===== config.mk =====
export PLATFORM = sky130hd
export DESIGN_NAME = ram_port_arbiter
export DESIGN_NICKNAME = d
export VERILOG_FILES = /design/src/rtl/ram_arb_pkg.sv /design/src/rtl/ram_arb_starve_ctr.sv /design/src/rtl/ram_port_arbiter.sv
export SDC_FILE = /design/constraint.sdc
export NUM_CORES = 1
export LEC_CHECK = 0
export ABC_AREA = 1
export CORE_ASPECT_RATIO = 0.75
export CORE_MARGIN = 4
export CORE_UTILIZATION = 43
export DETAILED_ROUTE_END_ITERATION = 10
export GPL_TIMING_DRIVEN = 0
export PLACE_DENSITY = 0.83
export RECOVER_POWER = 100
export SETUP_SLACK_MARGIN = 0.2
export SLEW_MARGIN = 20
export SYNTH_ARGS = -nofsm -noshare
export SYNTH_HDL_FRONTEND = slang
export SYNTH_SLANG_ARGS = --single-unit
export TNS_END_PERCENT = 30

===== constraint.sdc =====
create_clock -name clk -period 1.8 [get_ports clk]
set_input_delay 0.36 -clock clk [delete_from_list [all_inputs] [get_ports clk]]
set_output_delay 0.36 -clock clk [all_outputs]
set_load 0.01 [all_outputs]

===== src/rtl/ram_arb_pkg.sv =====
// Shared types for the RAM port arbiter: FSM state encoding and owner identifiers.
package ram_arb_pkg;

  typedef enum logic [1:0] {
    IDLE   = 2'b00,
    ACCESS = 2'b01,
    DONE   = 2'b10
  } state_t;

  localparam logic OWN_CPU = 1'b0;
  localparam logic OWN_DBG = 1'b1;

endpackage


===== src/rtl/ram_arb_starve_ctr.sv =====
// Saturating count of CPU grants made while debug waits; sat flags that debug must win next.
// Registered count, sat is combinational from it; clr has priority over inc.
module ram_arb_starve_ctr #(
  parameter int MAX = 4
) (
  input  logic clk,
  input  logic rst_n,
  input  logic inc,
  input  logic clr,
  output logic sat
);

  logic [3:0] cnt;

  always_ff @(posedge clk or negedge rst_n) begin
    if (!rst_n) begin
      cnt <= '0;
    end else if (clr) begin
      cnt <= '0;
    end else if (inc && (cnt != 4'(MAX))) begin
      cnt <= cnt + 4'd1;
    end
  end

  assign sat = (cnt == 4'(MAX));

endmodule


===== src/rtl/ram_port_arbiter.sv =====
// Arbitrates one single-port RAM between CPU and debug; write done 2 cycles after grant, read RAM_LAT+1.
// The losing/waiting CPU is held by cpu_stall; debug is forced through after STARVE_MAX CPU wins.
module ram_port_arbiter
  import ram_arb_pkg::*;
#(
  parameter int ADDR_W     = 8,
  parameter int DATA_W     = 16,
  parameter int RAM_LAT    = 1,
  parameter int STARVE_MAX = 4
) (
  input  logic              clk,
  input  logic              Reset_in,
  input  logic              cpu_req,
  input  logic              cpu_we,
  input  logic [ADDR_W-1:0] cpu_addr,
  input  logic [DATA_W-1:0] cpu_wdata,
  output logic [DATA_W-1:0] cpu_rdata,
  output logic              cpu_done,
  output logic              cpu_stall,
  input  logic              dbg_req,
  input  logic              dbg_we,
  input  logic [ADDR_W-1:0] dbg_addr,
  input  logic [DATA_W-1:0] dbg_wdata,
  output logic [DATA_W-1:0] dbg_rdata,
  output logic              dbg_done,
  output logic [ADDR_W-1:0] ram_addr,
  output logic [DATA_W-1:0] ram_wdata,
  output logic              ram_rd,
  output logic              ram_wr,
  input  logic [DATA_W-1:0] ram_rdata,
  output logic [2:0]        Stat_tst_out
);

  state_t            state, state_nxt;
  logic              owner;
  logic              we_q;
  logic [ADDR_W-1:0] addr_q;
  logic [DATA_W-1:0] wdata_q;
  logic [DATA_W-1:0] cpu_rdata_q, dbg_rdata_q;
  logic [1:0]        lat_cnt;
  logic              grant, grant_dbg, lat_last, starve_sat;

  assign grant     = (state == IDLE) && (cpu_req || dbg_req);
  assign grant_dbg = dbg_req && (!cpu_req || starve_sat);
  assign lat_last  = (lat_cnt == 2'(RAM_LAT - 1));

  always_ff @(posedge clk or negedge Reset_in) begin
    if (!Reset_in) begin
      state <= IDLE;
    end else begin
      state <= state_nxt;
    end
  end

  always_comb begin
    state_nxt = state;
    case (state)
      IDLE:    if (cpu_req || dbg_req) state_nxt = ACCESS;
      ACCESS:  if (we_q || lat_last) state_nxt = DONE;
      DONE:    state_nxt = IDLE;
      default: state_nxt = IDLE;
    endcase
  end

  // Request inputs are only sampled on the grant edge; later changes cannot disturb the access.
  always_ff @(posedge clk or negedge Reset_in) begin
    if (!Reset_in) begin
      owner       <= OWN_CPU;
      we_q        <= 1'b0;
      addr_q      <= '0;
      wdata_q     <= '0;
      lat_cnt     <= '0;
      cpu_rdata_q <= '0;
      dbg_rdata_q <= '0;
    end else if (grant) begin
      owner   <= grant_dbg ? OWN_DBG : OWN_CPU;
      we_q    <= grant_dbg ? dbg_we : cpu_we;
      addr_q  <= grant_dbg ? dbg_addr : cpu_addr;
      wdata_q <= grant_dbg ? dbg_wdata : cpu_wdata;
      lat_cnt <= '0;
    end else if ((state == ACCESS) && !we_q) begin
      lat_cnt <= lat_cnt + 2'd1;
      if (lat_last) begin
        if (owner == OWN_DBG) dbg_rdata_q <= ram_rdata;
        else                  cpu_rdata_q <= ram_rdata;
      end
    end
  end

  ram_arb_starve_ctr #(
    .MAX(STARVE_MAX)
  ) u_starve (
    .clk  (clk),
    .rst_n(Reset_in),
    .inc  (grant && !grant_dbg && dbg_req),
    .clr  ((grant && grant_dbg) || ((state == IDLE) && !dbg_req)),
    .sat  (starve_sat)
  );

  assign ram_addr     = addr_q;
  assign ram_wdata    = wdata_q;
  assign ram_rd       = (state == ACCESS) && !we_q;
  assign ram_wr       = (state == ACCESS) && we_q;
  assign cpu_done     = (state == DONE) && (owner == OWN_CPU);
  assign dbg_done     = (state == DONE) && (owner == OWN_DBG);
  assign cpu_stall    = cpu_req && !cpu_done;
  assign cpu_rdata    = cpu_rdata_q;
  assign dbg_rdata    = dbg_rdata_q;
  assign Stat_tst_out = {owner, state};

endmodule


==> run summary, run 1 <==
===============================================================================================
Distinct cell type count of the synthesized netlist ..............................           26
Synth Register Bits ..............................................................           66
Mean cell area of the mapped netlist .............................................   8.14 sq um
Status ........................................................................... complete, no violations
Yosys warns ......................................................................            0
GR Overflow Total ................................................................            0
Proportion of netlist area held by the largest area contributor ..................        51.4%
Max-cap check violation count ....................................................            0
Path type of the worst setup path ................................................   reg -> out
Share of synthesized cell area in full adder, half adder and majority cells ......        1.17%
Remaining DRCs ...................................................................            0
Sum of net half-perimeters after detailed placement ..............................      6.89 mm
Transition time of the tightest slew-check pin ...................................      1.11 ns
RD Place Congestion ..............................................................        0.859
Switching share of power .........................................................        38.0%
Post-placement cell count ........................................................          630
Number of top-level pins .........................................................          134
VDD IR-drop max ..................................................................   0.000569 V
Destination of the worst hold path ...............................................   lat_cnt[0]
Clock Power Share ................................................................        16.1%
Worst-Skew Late Latency ..........................................................      0.33 ns
Slowest stage cell, crit path .................................................... sky130_fd_sc_hd__dlygate4sd3_1
Wire length of the first global-routing pass .....................................      15.0 mm
Final Hold Fails .................................................................            0
Clock input transition at the sequential cells of the worst setup and hold paths .      0.07 ns
CP max stage delay ...............................................................      0.61 ns
Bufs and invs on worst path ......................................................            1
RSZ-0062 raised after global routing .............................................          yes
Series of cell instances along the critical path ................................. dlygate4sd3_1
Fraction of the mapped netlist area in simple logic gates ........................        25.8%
Worst r2r src ....................................................................     state[0]
HP Start .........................................................................   lat_cnt[0]
Netlist area before placement ....................................................   3220 sq um
All-layer global routing usage ...................................................        21.2%
Vias after detailed routing ......................................................         3098
Overall routed net length ........................................................      9.26 mm
Dominant cells by area after synthesis ........................................... sky130_fd_sc_hd__dfrtp_1 (51%), sky130_fd_sc_hd__nand2_1 (13%), sky130_fd_sc_hd__inv_1 (9.2%), sky130_fd_sc_hd__nand3_1 (7.9%), sky130_fd_sc_hd__o21ai_1 (4.2%)
Via count of the first global-routing pass .......................................         3130
DP Area ..........................................................................   4700 sq um
Per-cell via count in the routed design ..........................................         4.70
Clock net sink count .............................................................           66
Worst endpoint data arrival time .................................................      1.33 ns
Post-DR wirelength/cell ..........................................................      14.1 um
Die Wd ...........................................................................       108 um
Area growth syn-to-layout ........................................................        53.0%
Number of max-slew violations in the final report ................................            0
Net count after synthesis ........................................................          468
Effective utilization at floorplan ...............................................        44.1%
CTS H-tree lvls ..................................................................            3
Leakage power summed over all cells ..............................................   0.00259 uW
CTS tree .........................................................................        built
Utilization of the core after routing ............................................        67.4%
Share of the clock period used by the worst path .................................        94.1%
Cell chosen for the clock root ................................................... sky130_fd_sc_hd__clkbuf_8
Finished Cell Area ...............................................................   4920 sq um
Switching power summed over all nets .............................................      2810 uW
Layout Skew ......................................................................   0.00814 ns
Time the worst path needs with I/O delays and setup ..............................      1.69 ns
Type of element capturing the critical path ...................................... primary output
Pre-antenna DRT Iters ............................................................            4
Pwr/cell area .................................................................... 1510 nW/um^2
Classification of the worst-slack hold path ......................................   reg -> reg
Number of cells on the worst reg-to-reg path .....................................            8
Complex-gate fraction of the synthesized area ....................................        7.20%
Antenna violations before repair .................................................            0
Setup TNS after final layout .....................................................         0 ns
Sequential element share of the synthesized area .................................        51.4%
Maximum fanout count along the critical path .....................................            2
Final setup violation count ......................................................            0
Number of design-rule violations left by the first detailed-router iteration .....          165
Most common library cell in the layout ignoring fill and taps .................... sky130_fd_sc_hd__nand2_1
Core Area ........................................................................   7300 sq um
Total clock buffers created by CTS ...............................................            9
Nets .............................................................................          627
Combinational group share of total power .........................................        48.6%
Final Non-Filler Cells ...........................................................          659
Startpoint kind of the worst setup timing path ...................................    flip-flop
Share of layout cells above drive strength 1 .....................................        10.9%
Part of the power in registers ...................................................        35.3%
Reg-to-Reg End ................................................................... cpu_rdata[3]
Worst endpoint required time .....................................................      1.44 ns
Top cell family by delay on the critical path .................................... buffers and inverters
Internal power component .........................................................      4590 uW
Final antenna diode count ........................................................            0
Highest attainable clock frequency ...............................................      590 MHz
Slew headroom ....................................................................        26.2%
Clock tree buffer depth ..........................................................            2
Mux share of post-synthesis cell area ............................................           0%
Vertical die dimension ...........................................................      82.9 um
Antenna Nets Post-Route ..........................................................            0
Gate Count Post-Synth ............................................................          395
Main combinational cell family by area after synthesis ........................... simple AND/OR/NAND/NOR gates
Floorplan die area ...............................................................   8940 sq um
Cell depth of the worst hold path ................................................            1
Synth Area in XOR/XNOR ...........................................................       0.545%
Largest net degree at the start of global routing ................................           50
Top library cells by usage in the layout, fill and taps aside .................... sky130_fd_sc_hd__nand2_1 (112), sky130_fd_sc_hd__inv_1 (78), sky130_fd_sc_hd__clkdlybuf4s50_1 (67), sky130_fd_sc_hd__dfrtp_1 (65), sky130_fd_sc_hd__nand3_1 (52)
Buffers on Ports .................................................................          133
Number of standard-cell rows in the floorplan ....................................           27
Worst R2R Setup Slack ............................................................      0.14 ns
Area leader, netlist ............................................................. sky130_fd_sc_hd__dfrtp_1
===============================================================================================
==> power by group through the flow <==
stage	Clock [uW]	Sequential (uW)	Combinational [uW]
2_1_floorplan	0	2920	1460
3_3_place_gp	0	2630	3670
3_5_place_dp	0	2650	3780
4_1_cts	1230	2620	3830
5_1_grt	1300	2710	3930
6_report	1190	2610	3600
==> Yosys cell counts, drive strengths merged <==
| cell type | count |
|---|---|
| a211oi | 1 |
| a21oi | 1 |
| buf | 18 |
| dfrtp | 66 |
| ha | 3 |
| inv | 82 |
| nand2 | 116 |
| nand3 | 55 |
| nand4 | 1 |
| nor2 | 11 |
| o21ai | 38 |
| o22ai | 1 |
| xnor2 | 1 |
| xor2 | 1 |
==> cell families (layout without fill, tap and decap cells) <==
family,after synthesis,count (layout)
buffers and inverters,100,263
AND/OR/NAND/NOR,183,183
XOR/XNOR,2,2
adder cells (fa/ha/maj),3,3
flip-flops,66,66
AO/OA/AOI/OAI,41,41
==> flip-flops by register name (all words and copies together), names as in the netlist <==
register / count
ram_wdata: 16
ram_addr: 8
u_starve.cnt: 4
state: 2
cpu_rdata: 16
we_q: 1
owner: 1
lat_cnt: 2
dbg_rdata: 16
==> routing by layer <==
layer | GRT usage (%) | up-vias | wire length (um)
li1 | - | 1519 | -
met1 | 26.6 | 1464 | 3870
met2 | 34.5 | 95 | 4640
met3 | 5.83 | 20 | 520
met4 | 8.49 | 0 | 227
met5 | 0 | - | 0
==> area by class of cell <==
type / count / area [sq um]
well taps: 101 / 126
flip-flops and latches: 66 / 1650
inverters: 82 / 313
multi-input cells: 229 / 1110
plain buffers: 18 / 131
fillers: 633 / 2380
clock inverters: 3 / 40.0
clock buffers: 12 / 145
repair buffers: 148 / 1400
==> through the flow <==
stage / setup WS [ns] / hold WS [ns] / power, uW
detailed placement: -0.241 / 0.253 / 6440
finish: 0.106 / 0.470 / 7410
CTS: 0.0812 / 0.432 / 7680
global route: 0.0574 / 0.492 / 7940
global placement: -1.75 / 0.450 / 6290
floorplan: 0.514 / 0.0644 / 4370
==> timing repair <==
| item | CTS | global route |
|---|---|---|
| hold buffers | 1 | 0 |
| hold endpoints to repair | 17 | 0 |
| gates cloned | 0 | 0 |
| setup buffers | 6 | 7 |
| setup endpoints to repair | 51 | 73 |
| pin swaps | 0 | 1 |
| resized for setup | 31 | 24 |
==> worst max-delay path by stage <==
stage | from | to | slack, ns | depth (start not counted)
detailed placement | cpu_req | cpu_stall | -0.24 | 4
global route | state[0] | dbg_rdata[11] | 0.06 | 9
global placement | Reset_in | ram_addr[1] | -1.75 | 1
finish | dbg_rdata[10] | dbg_rdata[10] | 0.11 | 1
CTS | state[0] | cpu_stall | 0.08 | 5
floorplan | u_starve.cnt[0] | ram_addr[0] | 0.51 | 9
No activity file was read; power rests on OpenSTA's default activity.
==> run 2: changes to the inputs <==
--- a/config.mk
+++ b/config.mk
@@ -6,12 +6,14 @@
 export NUM_CORES = 1
 export LEC_CHECK = 0
 export ABC_AREA = 1
+export CELL_PAD_IN_SITES_DETAIL_PLACEMENT = 1
+export CELL_PAD_IN_SITES_GLOBAL_PLACEMENT = 2
 export CORE_ASPECT_RATIO = 0.75
 export CORE_MARGIN = 4
-export CORE_UTILIZATION = 43
+export CORE_UTILIZATION = 23
 export DETAILED_ROUTE_END_ITERATION = 10
 export GPL_TIMING_DRIVEN = 0
-export PLACE_DENSITY = 0.83
+export PLACE_DENSITY = 0.81
 export RECOVER_POWER = 100
 export SETUP_SLACK_MARGIN = 0.2
 export SLEW_MARGIN = 20
==> run 2 against run 1 <==
Against the previous run:
- sequential share of layout area shrank 1.3 points
- die area is 78% higher
- clock power is 59% higher
- non-clock buffer count shrank 6
- power is 8.6% higher
- core utilization shrank 30 points
- worst hold slack got worse by 0.021 ns
- via count is 3.4% lower
- critical path depth is the same
- final area is 3.9% higher
- routed wire length is 15% higher
- sequential cell count did not move
==> run summary, run 2 (synthesis results as in run 1) <==
===============================================================================================
Status ........................................................................... complete, no violations
Path type of the worst setup path ................................................   reg -> out
Total clock buffers created by CTS ...............................................            9
Leakage power summed over all cells ..............................................   0.00262 uW
Maximum fanout count along the critical path .....................................            2
Worst-Skew Late Latency ..........................................................      0.32 ns
Number of cells on the worst reg-to-reg path .....................................            8
RD Place Congestion ..............................................................        0.745
Number of design-rule violations left by the first detailed-router iteration .....          105
Startpoint kind of the worst setup timing path ...................................    flip-flop
Area of the multi-input gates ....................................................   1120 sq um
Met1 capacity usage during global routing ........................................        18.6%
RSZ-0062 raised after global routing .............................................          yes
Vertical die dimension ...........................................................       110 um
M2 GR Usage ......................................................................        21.6%
Post-DR wirelength/cell ..........................................................      14.7 um
Layout Skew ......................................................................   0.00671 ns
Transition time of the tightest slew-check pin ...................................     0.703 ns
Share of the clock period used by the worst path .................................        94.1%
Slowest stage cell, crit path .................................................... sky130_fd_sc_hd__dlygate4sd3_1
Classification of the worst-slack hold path ......................................  in -> async
Fill cell count ..................................................................         1632
Sum of net half-perimeters after detailed placement ..............................      8.13 mm
Pwr/cell area .................................................................... 1570 nW/um^2
Most common library cell in the layout ignoring fill and taps .................... sky130_fd_sc_hd__nand2_1
Clock tree buffer depth ..........................................................            2
Bufs and invs on worst path ......................................................            1
Via count of the first global-routing pass .......................................         3229
Top library cells by usage in the layout, fill and taps aside .................... sky130_fd_sc_hd__nand2_1 (113), sky130_fd_sc_hd__inv_1 (78), sky130_fd_sc_hd__clkdlybuf4s50_1 (66), sky130_fd_sc_hd__dfrtp_1 (65), sky130_fd_sc_hd__nand3_1 (51)
Nets .............................................................................          621
Effective utilization at floorplan ...............................................        23.5%
Buffers on Ports .................................................................          133
Highest attainable clock frequency ...............................................      591 MHz
WP depth .........................................................................            1
Overall routed net length ........................................................      10.7 mm
Series of cell instances along the critical path ................................. dlygate4sd3_1
CTS tree .........................................................................        built
Utilization of the core after routing ............................................        37.3%
Max-cap check violation count ....................................................            0
M3 GR Usage ......................................................................        3.94%
Remaining DRCs ...................................................................            0
Number of top-level pins .........................................................          134
Setup TNS after final layout .....................................................         0 ns
Final Hold Fails .................................................................            0
Largest net degree at the start of global routing ................................           49
Worst endpoint required time .....................................................      1.44 ns
Clock input transition at the sequential cells of the worst setup and hold paths .      0.06 ns
Per-cell via count in the routed design ..........................................         4.11
Worst endpoint data arrival time .................................................      1.33 ns
Storage cell area ................................................................   1650 sq um
CP max stage delay ...............................................................      0.62 ns
Floorplan die area ...............................................................  16000 sq um
Core Area ........................................................................  13700 sq um
Type of element capturing the critical path ...................................... primary output
Number of standard-cell rows in the floorplan ....................................           37
Final antenna diode count ........................................................            0
Share of layout cells above drive strength 1 .....................................        10.7%
Antenna Nets Post-Route ..........................................................            0
Antenna violations before repair .................................................            0
Clock net sink count .............................................................           66
VDD IR-drop max ..................................................................   0.000420 V
Final setup violation count ......................................................            0
Vias after detailed routing ......................................................         2993
All-layer global routing usage ...................................................        13.7%
CTS H-tree lvls ..................................................................            3
Cell chosen for the clock root ................................................... sky130_fd_sc_hd__clkbuf_16
Wire length of the first global-routing pass .....................................      17.3 mm
Pre-antenna DRT Iters ............................................................            4
GR Overflow Total ................................................................            0
Number of max-slew violations in the final report ................................            0
Die Wd ...........................................................................       145 um
Time the worst path needs with I/O delays and setup ..............................      1.69 ns
Worst R2R Setup Slack ............................................................      0.21 ns
Top cell family by delay on the critical path .................................... buffers and inverters
Slew headroom ....................................................................        53.1%
Area growth syn-to-layout ........................................................        58.9%
Top Usage Layer GRT ..............................................................         met2
===============================================================================================
-- run 2: cell types whose count changed in the layout (fill, tap and decap cells not counted), moves of 2 or more --
cell,delta
sky130_fd_sc_hd__clkdlybuf4s25_1,-4
sky130_fd_sc_hd__clkbuf_2,+2
sky130_fd_sc_hd__clkbuf_1,-4
sky130_fd_sc_hd__clkbuf_8,-9
sky130_fd_sc_hd__buf_4,-4
sky130_fd_sc_hd__dlygate4sd2_1,-5
sky130_fd_sc_hd__clkbuf_16,+9
sky130_fd_sc_hd__dlygate4sd3_1,+10
sky130_fd_sc_hd__o21ai_2,-2
sky130_fd_sc_hd__inv_4,+2
-- run 2: area by class of cell --
type                            count  share of cell area (%)
Clock inverter                      5                    1.52
Timing Repair Buffer              142                    26.4
Tap cell                          175                    4.28
Clock buffer                       11                    4.75
Multi-Input combinational cell    229                    21.8
Sequential cell                    66                    32.3
Inverter                           82                    6.12
Buffer                             18                    2.77
-- run 2: power breakdown --
part	total (uW)	internal [uW]	switching, uW
Combinational	3530	1670	1870
Sequential	2610	2210	407
Clock	1890	1250	646
-- run 2: worst paths after layout --
path                                 start            to
setup / recovery              ram_wdata[8]  ram_wdata[8]
hold / removal                    Reset_in  cpu_rdata[4]
max in group asynchronous         Reset_in  cpu_rdata[6]
hold reg to reg                 lat_cnt[0]    lat_cnt[0]
setup reg to reg           u_starve.cnt[0]  ram_wdata[1]
min in group clk                lat_cnt[0]    lat_cnt[0]
-- run 2: repair_timing --
item,in CTS,in global routing
hold buffers,1,0
hold endpoints to repair,18,0
gates resized for setup,24,19
buffers inserted,6,1
endpoints found under the setup margin,34,74
pin swaps,1,1
-- run 2: through the flow --
stage	cells	setup slack [ns]	power [uW]	cell area, sq um	hold slack, ns
2_1_floorplan	395	0.514	4370	3220	0.0644
5_1_grt	728	0.0601	8670	5110	0.482
3_5_place_dp	704	-0.314	6530	4790	0.258
3_3_place_gp	703	-1.98	6420	4770	0.449
6_report	728	0.107	8040	5110	0.449
4_1_cts	727	0.121	8550	5160	0.451
-- run 2: layer usage --
layer	share of wire [%]	vias up
met5	0	-
met4	0.52	0
met3	6.4	4
met2	48	77
met1	45	1405
li1	-	1507
